File: src/rtl/piso.sv
// rtl/piso.sv - parallel-in/serial-out readback engine, LSB-first with per-bit valid
module piso #(
    parameter int AES_W = 128,
    parameter int MEM_W = 32,
    parameter int CNT_W = 8
) (
    input  logic             clk,
    input  logic             rst,
    input  logic             en,
    input  logic             load,
    input  logic [1:0]       instruction,
    input  logic [AES_W-1:0] aes_data_i,
    input  logic [MEM_W-1:0] mem_data_i,
    output logic             data_o,
    output logic             valid_o,
    output logic             busy_o,
    output logic             done_o,
    output logic             err_o
);

    typedef enum logic [1:0] {
        S_IDLE  = 2'd0,
        S_SHIFT = 2'd1,
        S_DONE  = 2'd2
    } state_t;

    localparam logic [CNT_W-1:0] CNT_AES = CNT_W'(AES_W);
    localparam logic [CNT_W-1:0] CNT_MEM = CNT_W'(MEM_W);
    localparam logic [CNT_W-1:0] CNT_ONE = CNT_W'(1);

    state_t           state;
    state_t           state_nxt;
    logic [AES_W-1:0] sr;
    logic [CNT_W-1:0] cnt;

    // State register; reset aborts any transfer in flight
    always_ff @(posedge clk or posedge rst) begin
        if (rst) begin
            state <= S_IDLE;
        end else begin
            state <= state_nxt;
        end
    end

    // Next state: only legal sources start a transfer; a stalled last bit waits for en
    always_comb begin
        state_nxt = state;
        case (state)
            S_IDLE:  if (load && !instruction[1]) state_nxt = S_SHIFT;
            S_SHIFT: if (en && cnt == CNT_ONE)    state_nxt = S_DONE;
            S_DONE:  state_nxt = S_IDLE;
            default: state_nxt = S_IDLE;
        endcase
    end

    // Busy covers the whole transfer including the completion cycle
    always_comb begin
        busy_o = (state == S_SHIFT) || (state == S_DONE);
    end

    // Datapath: capture at load, shift one bit per enabled cycle, pulse flags
    always_ff @(posedge clk or posedge rst) begin
        if (rst) begin
            sr      <= '0;
            cnt     <= '0;
            data_o  <= 1'b0;
            valid_o <= 1'b0;
            done_o  <= 1'b0;
            err_o   <= 1'b0;
        end else begin
            valid_o <= 1'b0;
            done_o  <= 1'b0;
            err_o   <= 1'b0;
            case (state)
                S_IDLE: begin
                    if (load) begin
                        if (instruction == 2'b00) begin
                            sr  <= aes_data_i;
                            cnt <= CNT_AES;
                        end else if (instruction == 2'b01) begin
                            sr  <= AES_W'(mem_data_i);
                            cnt <= CNT_MEM;
                        end else begin
                            // key material is never a readback source
                            err_o <= 1'b1;
                        end
                    end
                end
                S_SHIFT: begin
                    if (en) begin
                        data_o  <= sr[0];
                        valid_o <= 1'b1;
                        sr      <= sr >> 1;
                        cnt     <= cnt - CNT_ONE;
                    end
                end
                S_DONE: begin
                    done_o <= 1'b1;
                end
                default: ;
            endcase
        end
    end

endmodule

File: config.mk
export PLATFORM = sky130hd
export DESIGN_NAME = piso
export DESIGN_NICKNAME = d
export VERILOG_FILES = /design/src/rtl/piso.sv
export SDC_FILE = /design/constraint.sdc
export NUM_CORES = 1
export LEC_CHECK = 0
export ABC_AREA = 0
export BUFFER_PORTS_ARGS = -buffer_cell sky130_fd_sc_hd__buf_2
export CORE_MARGIN = 5
export CORE_UTILIZATION = 25
export CTS_BUF_LIST = sky130_fd_sc_hd__clkbuf_4 sky130_fd_sc_hd__clkbuf_8
export CTS_CLUSTER_DIAMETER = 200
export DETAILED_ROUTE_END_ITERATION = 7
export HOLD_SLACK_MARGIN = 0.1
export RECOVER_POWER = 50
export SYNTH_ARGS = -nofsm -noshare
export SYNTH_HDL_FRONTEND = slang
export SYNTH_SLANG_ARGS = --single-unit
File: constraint.sdc
create_clock -name clk -period 4.4 [get_ports clk]
set_clock_uncertainty 0.1 [all_clocks]
set_input_delay 0.66 -clock clk [delete_from_list [all_inputs] [get_ports clk]]
set_output_delay 0.66 -clock clk [all_outputs]
set_load 0.02 [all_outputs]
==> results.json, run 1 <==
{
  "status": "finished, final reports clean",
  "synth_most_common_cell": "nand2_1",
  "vias_per_cell": 4.60,
  "synthCells": 670,
  "power_leakage_nw": 4.11,
  "r2r-end": "sr[92]",
  "synthFlopType": "dfrtp_1",
  "dr.pass1.iters": 5,
  "arrival_ns": 3.06,
  "hold_class": "in -> async",
  "ys_types": 39,
  "die_area_um2": 29900,
  "drive_gt1_frac": 0.308,
  "antenna_found_initial": 3,
  "finalWorstSetupSlack_ns": 1.61,
  "post-cts-setup-buffers": 0,
  "max_stage_delay_ns": 0.64,
  "path_clk_slew_ns": 0.08,
  "whs_ns": 0.276,
  "max_cap_violations": 0,
  "cts_resized": 0,
  "fmax_mhz": 358,
  "fin_setup_tns_ns": 0,
  "initial_utilization": 0.254,
  "num_rows": 59,
  "ir_worst_vdd_v": 0.000313,
  "powerDensity_nw_per_um2": 626,
  "post_synth.cell_area_avg_um2": 9.89,
  "crit_chain": "inv_1 > ha_1 > mux2i_1 > a21o_4 > buf_4 > a22oi_1 > nand2_1",
  "maxSlewHeadroom": 0.159,
  "drc": 0,
  "rrSetupSlack_ns": 1.61,
  "cts_buffers": 17,
  "place_hpwl_um": 11000,
  "crit_fanout": 64,
  "post-place-cells": 1138,
  "gp_congestion": 0.744,
  "die_w_um": 173,
  "start_kind": "register",
  "period_share": 0.635,
  "dpl_cell_area_um2": 7830,
  "synth_nets": 841,
  "ctsHtreeMaxLevel": 4,
  "groute.usage.overall": 0.113,
  "ios": 171,
  "ctsHoldBuffers": 0,
  "synth_top_area_frac": 0.536,
  "critPathKind": "reg -> reg",
  "syn2layout_area_growth_pct": 24.2,
  "fin_nets": 993,
  "fillers": 2713,
  "power_mw": 5.15,
  "slowest_stage": "a21o_4",
  "hold_violations": 0,
  "n_antenna_cell": 0,
  "crit_start": "state[0]",
  "final_core_util": 0.316,
  "fp.coreArea_um2": 26100,
  "synth_area_leaders": "dfrtp_1 (54%), nand2_1 (13%), a22oi_1 (10%), mux2_2 (5.8%), mux2i_1 (5.0%)",
  "synth_area_leader_cell": "dfrtp_1",
  "yosys_warnings": 0,
  "post-route-min-period_ns": 2.79,
  "die_height_um": 173,
  "clock_path_buffers": 2,
  "synth_area_um2": 6630,
  "netlist_top_cells_count": "nand2_1 (222), dfrtp_1 (142), a22oi_1 (90)",
  "required_ns": 4.67,
  "wl_per_cell_um": 14.4,
  "clk_latency_ns": 0.43,
  "totalWireLength_um": 16800,
  "grt_start_max_net_pins": 143,
  "vias": 5374,
  "crit_end": "sr[92]",
  "ys_ff_latch": 142,
  "synth-edff-count": 0,
  "cts_root_buf": "clkbuf_8",
  "fin_cells": 1169,
  "place.port_buffers": 170,
  "ant_nets": 0,
  "pre_cts_slack_ns": 1.62,
  "r2r-start": "state[0]",
  "final-max-slew-violation-count": 0,
  "drt-initial-drc-count": 298,
  "synth_seq_area_share": 0.536,
  "cts.sinks": 142,
  "overflow": 0,
  "grt_pass1_wl_um": 28300,
  "synthArstFlopShare": 1.00,
  "setup_violations": 0,
  "grt_pass1_vias": 5600,
  "reg2regPathDepth": 7,
  "cp-end-kind": "register",
  "tritoncts": "done",
  "fin_area_um2": 8230,
  "rsz0062_at_grt": "no",
  "tightest_slew_ns": 1.26
}
## layer usage
metal | up-vias | global-route usage | part of all wire
met5 | - | 0 | 0.0023
met4 | 6 | 0.0314 | 0.011
met3 | 16 | 0.0393 | 0.059
met2 | 124 | 0.172 | 0.45
met1 | 2603 | 0.153 | 0.47
li1 | 2625 | - | -
## state kept, by name, indices dropped and copies added, names as in the netlist
| name | flops |
|---|---|
| cnt | 8 |
| valid_o | 1 |
| data_o | 1 |
| err_o | 1 |
| state | 2 |
| done_o | 1 |
| sr | 128 |
## area by class of cell
cell class	count	area [um2]	share of cell area
clock buffers	20	269	0.0327
clock inverters	11	141	0.0172
inverters	7	27.5	0.00334
multi-input cells	473	2880	0.349
flip-flops and latches	142	3550	0.432
well taps	335	419	0.0509
repair buffers	181	946	0.115
## how the worst min path moves through the flow
stage	cells after the start	slack, ns	to	from
after floorplan	2	0.34	sr[127]	sr[127]
after global placement	2	0.35	sr[38]	sr[39]
after detailed placement	2	0.35	sr[118]	sr[119]
after CTS	3	0.29	sr[57]	aes_data_i[57]
after global routing	3	0.30	sr[89]	aes_data_i[89]
final	3	0.28	sr[88]	rst
## kinds of logic after synthesis
group | Yosys count | share of synthesized area
and+or+nand+nor | 252 | 0.154
DFF | 142 | 0.536
buffers and inverters | 55 | 0.0359
muxes | 67 | 0.108
AOI/OAI and AO/OA | 146 | 0.153
xor gates and xnor gates | 3 | 0.00397
adders and majority gates | 5 | 0.00944
## layout by cell type (no fill, tap or decap), drive strengths merged, types with 2 or more instances in the layout
cell type	count
nand2	222
buf	181
dfrtp	142
a22oi	90
mux2	34
o21ai	34
mux2i	33
clkbuf	20
nor2	11
clkinv	8
inv	6
nand3b	5
a31oi	5
ha	5
a21oi	5
a211oi	3
xnor2	3
bufinv	3
a21o	3
or4	2
nor4	2
## critical path, delay by kind of cell (launching register included)
kind | cells | cell delay (ns)
AND/OR/NAND/NOR | 1 | 0.10
AO/OA/AOI/OAI | 2 | 0.76
flip-flops | 1 | 0.36
adder cells (fa/ha/maj) | 1 | 0.38
multiplexers | 1 | 0.56
buffers and inverters | 2 | 0.43
## report_power, final
part | internal (mW) | switching [mW] | leakage [nW]
Clock | 0.592 | 0.516 | 0.216
Combinational | 0.814 | 1.02 | 2.03
Sequential | 1.88 | 0.327 | 1.87
Total | 3.29 | 1.86 | 4.11
(Power assumes the default switching activity.)
==> inputs of run 2 (changes only) <==
==> constraint.sdc (replaced) <==
create_clock -name clk -period 2.8 [get_ports clk]
set_clock_uncertainty 0.1 [all_clocks]
set_input_delay 0.42 -clock clk [delete_from_list [all_inputs] [get_ports clk]]
set_output_delay 0.42 -clock clk [all_outputs]
set_load 0.02 [all_outputs]
==> results.json, run 2 (synthesis gave the netlist of run 1 again) <==
{
  "crit_chain": "inv_1 > ha_1 > mux2i_1 > a21o_4 > buf_12 > a22oi_1 > nand2_1",
  "powerDensity_nw_per_um2": 891,
  "ir_worst_vdd_v": 0.000418,
  "hold_class": "in -> reg",
  "pwr-share-clk": 0.201,
  "vias": 5692,
  "fp.coreArea_um2": 26100,
  "initial_utilization": 0.254,
  "largest_reg_flops": 128,
  "drc": 0,
  "wl_per_cell_um": 14.1,
  "clock_path_buffers": 2,
  "post-cts-setup-buffers": 0,
  "status": "finished, final reports clean",
  "place_hpwl_um": 11200,
  "start_kind": "register",
  "die_w_um": 173,
  "die_height_um": 173,
  "crit_fanout": 53,
  "swShare": 0.369,
  "max_stage_delay_ns": 0.59,
  "arrival_ns": 2.64,
  "vias_per_cell": 4.50,
  "overflow": 0,
  "cts.sinks": 142,
  "pre_cts_slack_ns": 0.500,
  "power.internal_mw": 5.18,
  "post-route-min-period_ns": 2.36,
  "fin_nets": 1087,
  "drt-initial-drc-count": 261,
  "totalWireLength_um": 17900,
  "ios": 171,
  "place.port_buffers": 170,
  "critPathKind": "reg -> reg",
  "rsz0062_at_grt": "no",
  "syn2layout_area_growth_pct": 39.2,
  "grt_start_max_net_pins": 76,
  "path_clk_slew_ns": 0.09,
  "required_ns": 3.08,
  "fillers": 2623,
  "clk_latency_ns": 0.44,
  "drive_gt1_frac": 0.277,
  "final_common_cell": "nand2_1",
  "pwr-share-comb": 0.376,
  "tritoncts": "done",
  "finalWorstSetupSlack_ns": 0.436,
  "final_core_util": 0.354,
  "ctsHtreeMaxLevel": 4,
  "reg_top3": "sr (128), cnt (8), state (2)",
  "ant_nets": 0,
  "max_cap_violations": 0,
  "grt_pass1_wl_um": 30100,
  "dr.pass1.iters": 5,
  "gp_congestion": 0.723,
  "cts_root_buf": "clkbuf_8",
  "setup_violations": 0,
  "grt_pass1_vias": 5897,
  "slowest_stage": "mux2i_1",
  "maxSlewHeadroom": 0.325,
  "hold_violations": 0,
  "regMostFlops": "sr",
  "fmax_mhz": 423,
  "antenna_found_initial": 2,
  "power_frac_seq": 0.423,
  "power.switching_mw": 3.03,
  "cts_buffers": 17,
  "final-max-slew-violation-count": 0,
  "fin_setup_tns_ns": 0,
  "final_cell_mix": "nand2_1 (222), buf_2 (166), dfrtp_1 (142)",
  "cts_resized": 0,
  "tightest_slew_ns": 1.01,
  "power_leakage_nw": 4.50,
  "power_mw": 8.21,
  "cp-end-kind": "register",
  "num_rows": 59,
  "die_area_um2": 29900,
  "groute.usage.overall": 0.120,
  "period_share": 0.844
}
run 2: cell types whose count changed in the layout (fill, tap and decap cells not counted), sizes merged:
cell	delta
inv	+5
bufinv	-2
dlygate4sd3	+91
clkbuf	+3
diode	+1
clkinv	-1
buf	-1
run 2: layout make-up:
| class | instances | area [um2] | share of cell area |
|---|---|---|---|
| Sequential cell | 142 | 3550 | 0.385 |
| Inverter | 7 | 27.5 | 0.00299 |
| Antenna cell | 1 | 2.50 | 0.000271 |
| Clock buffer | 19 | 262 | 0.0284 |
| Tap cell | 335 | 419 | 0.0455 |
| Multi-Input combinational cell | 473 | 2880 | 0.312 |
| Clock inverter | 13 | 130 | 0.0141 |
| Timing Repair Buffer | 275 | 1950 | 0.211 |
run 2: layer usage:
| layer | track usage | part of all wire | vias to the layer above |
|---|---|---|---|
| li1 | - | - | 2826 |
| met5 | 0 | 0.0011 | - |
| met3 | 0.0367 | 0.050 | 15 |
| met1 | 0.159 | 0.47 | 2718 |
| met4 | 0.0292 | 0.0093 | 2 |
| met2 | 0.195 | 0.47 | 131 |
run 2: metrics by stage:
stage	hold slack, ns	area [um2]	instances
after floorplan	0.339	6630	670
after global placement	0.346	7920	1141
after detailed placement	0.351	7920	1141
final	0.149	9220	1265
after global routing	0.112	9220	1265
after CTS	0.101	9230	1264
run 2: power by group through the flow:
stage | Clock (mW) | Sequential (mW) | Combinational (mW)
3_3_place_gp | 0 | 3.48 | 2.96
4_1_cts | 1.74 | 3.47 | 3.13
2_1_floorplan | 0 | 3.37 | 2.30
5_1_grt | 1.81 | 3.59 | 3.51
3_5_place_dp | 0 | 3.50 | 3.04
6_report | 1.65 | 3.48 | 3.08
run 2: path summary, 6_finish.rpt:
| path | startpoint | endpoint | slack (ns) | cells past startpoint |
|---|---|---|---|---|
| hold / removal | aes_data_i[124] | sr[124] | 0.15 | 3 |
| max in group asynchronous | rst | sr[10] | 1.11 | 4 |
| hold reg to reg | sr[119] | sr[118] | 0.36 | 2 |
| min in group asynchronous | rst | sr[91] | 0.59 | 3 |
| setup / recovery | state[1] | sr[73] | 0.44 | 7 |
| setup reg to reg | state[1] | sr[73] | 0.44 | 7 |
run 2: what timing repair did:
item                                    4_1_cts  5_1_grt
endpoints found under the hold margin       108        0
endpoints found under the setup margin        0        0
hold buffers                                 91        0
run 2: worst max-delay path, delay by kind of cell (launching register included):
kind                     cells  cell delay [ns]
multiplexers                 1             0.59
AND/OR/NAND/NOR              1             0.08
flip-flops                   1             0.39
adder cells (fa/ha/maj)      1             0.24
buffers and inverters        2             0.35
AO/OA/AOI/OAI                2             0.47
==> inputs of run 3 (changes only) <==
==> constraint.sdc (replaced) <==
create_clock -name clk -period 2.16 [get_ports clk]
set_clock_uncertainty 0.1 [all_clocks]
set_input_delay 0.324 -clock clk [delete_from_list [all_inputs] [get_ports clk]]
set_output_delay 0.324 -clock clk [all_outputs]
set_load 0.02 [all_outputs]
==> results.json, run 3 (synthesis gave the netlist of run 1 again) <==
{
  "status": "finished, final reports clean",
  "required_ns": 2.40,
  "fin_nets": 1109,
  "cpMostUsedCell": "buf_4",
  "cp-end-kind": "register",
  "pwr-share-clk": 0.217,
  "post-place-cells": 1155,
  "hold_class": "in -> reg",
  "final_core_util": 0.364,
  "post-route-min-period_ns": 2.03,
  "tightest_slew_ns": 0.915,
  "grt_start_max_net_pins": 73,
  "die_w_um": 173,
  "fin_cells": 1287,
  "cts.sinks": 142,
  "dpl_cell_area_um2": 8070,
  "clock_path_buffers": 2,
  "regMostFlops": "sr",
  "drive_gt1_frac": 0.291,
  "fp.coreArea_um2": 26100,
  "path_clk_slew_ns": 0.09,
  "power.internal_mw": 7.16,
  "pre_cts_slack_ns": 0.150,
  "initial_utilization": 0.254,
  "overflow": 0,
  "dr.pass1.iters": 5,
  "power_mw": 11.2,
  "start_kind": "register",
  "seqCellArea_um2": 3550,
  "drc": 0,
  "fmax_mhz": 492,
  "power.switching_mw": 4.01,
  "vias": 5935,
  "finalWorstSetupSlack_ns": 0.129,
  "grt_pass1_wl_um": 30500,
  "ios": 171,
  "groute.usage.overall": 0.122,
  "fillers": 2598,
  "maxSlewHeadroom": 0.390,
  "r2r-start": "state[0]",
  "place.port_buffers": 170,
  "tritoncts": "done",
  "place_hpwl_um": 11400,
  "fin_area_um2": 9480,
  "drt-initial-drc-count": 369,
  "holdPathStages": 4,
  "ctsHtreeMaxLevel": 4,
  "gp_congestion": 0.771,
  "die_height_um": 173,
  "powerDensity_nw_per_um2": 1180,
  "cts_root_buf": "clkbuf_8",
  "vias_per_cell": 4.61,
  "syn2layout_area_growth_pct": 43.1,
  "crit_fanout": 17,
  "ir_worst_vdd_v": 0.000459,
  "r2r-end": "sr[11]",
  "final_cell_mix": "nand2_1 (222), buf_2 (170), dfrtp_1 (142)",
  "hold-path-endpoint": "sr[25]",
  "reg2regPathDepth": 7,
  "final-max-slew-violation-count": 0,
  "final_common_cell": "nand2_1",
  "totalWireLength_um": 18300,
  "rsz0062_at_grt": "no",
  "max_cap_violations": 0,
  "setup_violations": 0,
  "largest_reg_flops": 128,
  "antenna_found_initial": 1,
  "ant_nets": 0,
  "hold_start": "mem_data_i[25]",
  "max_stage_delay_ns": 0.39,
  "period_share": 0.940,
  "whs_ns": 0.189,
  "rrSetupSlack_ns": 0.13,
  "clk_latency_ns": 0.45,
  "slowest_stage": "dfrtp_1",
  "wl_per_cell_um": 14.2,
  "reg_top3": "sr (128), cnt (8), state (2)",
  "cp_top_family": "buffers and inverters",
  "critPathKind": "reg -> reg",
  "die_area_um2": 29900,
  "crit_chain": "inv_1 > ha_1 > mux2i_1 > buf_4 > a21oi_4 > buf_4 > mux2_2",
  "swShare": 0.359,
  "grt_pass1_vias": 6132,
  "num_rows": 59,
  "power_frac_seq": 0.404,
  "pwr-share-comb": 0.380,
  "crit_buf_inv": 3,
  "fin_setup_tns_ns": 0,
  "multi_input_area_um2": 2880,
  "cts_buffers": 17,
  "hold_violations": 0,
  "arrival_ns": 2.27,
  "post-cts-setup-buffers": 0,
  "power_leakage_nw": 4.63
}
[run 3: cell types whose count changed in the layout (fill, tap and decap cells not counted), sizes merged]
cell / before / now
buf: 180 / 195
dlygate4sd3: 91 / 99
bufinv: 1 / 4
clkbuf: 23 / 20
clkinv: 7 / 4
clkinvlp: 1 / 4
inv: 11 / 10
[run 3: final cells by class]
class                           count  area share
Multi-Input combinational cell    473       0.304
Tap cell                          335      0.0442
Antenna cell                        1    0.000264
Clock inverter                     15      0.0220
Timing Repair Buffer              297       0.227
Inverter                            7     0.00290
Sequential cell                   142       0.375
Clock buffer                       17      0.0247
[run 3: worst max path at each step]
stage             start     end  slack, ns  cells after the start
2_1_floorplan       rst  cnt[0]      -0.04                      1
3_3_place_gp   state[0]  cnt[4]       0.17                      7
3_5_place_dp   state[0]  cnt[4]       0.15                      7
4_1_cts        state[0]  cnt[4]       0.11                      7
5_1_grt        state[1]  cnt[5]      0.009                      8
6_report       state[0]  sr[11]       0.13                      7
[run 3: power groups by stage]
stage,registers [mW],logic (mW),clock network (mW)
2_1_floorplan,4.37,2.98,0
3_3_place_gp,4.51,4.02,0
3_5_place_dp,4.53,4.13,0
4_1_cts,4.50,4.28,2.52
5_1_grt,4.66,4.76,2.64
6_report,4.51,4.24,2.42
[run 3: worst reg2reg max path, delay by kind of cell (launching register included)]
kind | cells | cell delay (ns)
adders and majority gates | 1 | 0.23
DFF | 1 | 0.39
buffers and inverters | 3 | 0.56
AOI/OAI and AO/OA | 1 | 0.19
muxes | 2 | 0.46
[run 3: what timing repair did]
action                                  4_1_cts  5_1_grt
resized for setup                             0        1
hold buffers                                 99        0
endpoints found under the setup margin        0        1
endpoints found under the hold margin       239        0
[run 3: layer usage]
metal  share of wire  wire length (um)  vias to the layer above  GRT usage
met4           0.012               213                        0     0.0314
li1                -                 -                     2871          -
met5               0                 0                        -          0
met2            0.48              8830                      169      0.197
met1            0.45              8230                     2875      0.160
met3           0.055              1000                       20     0.0391
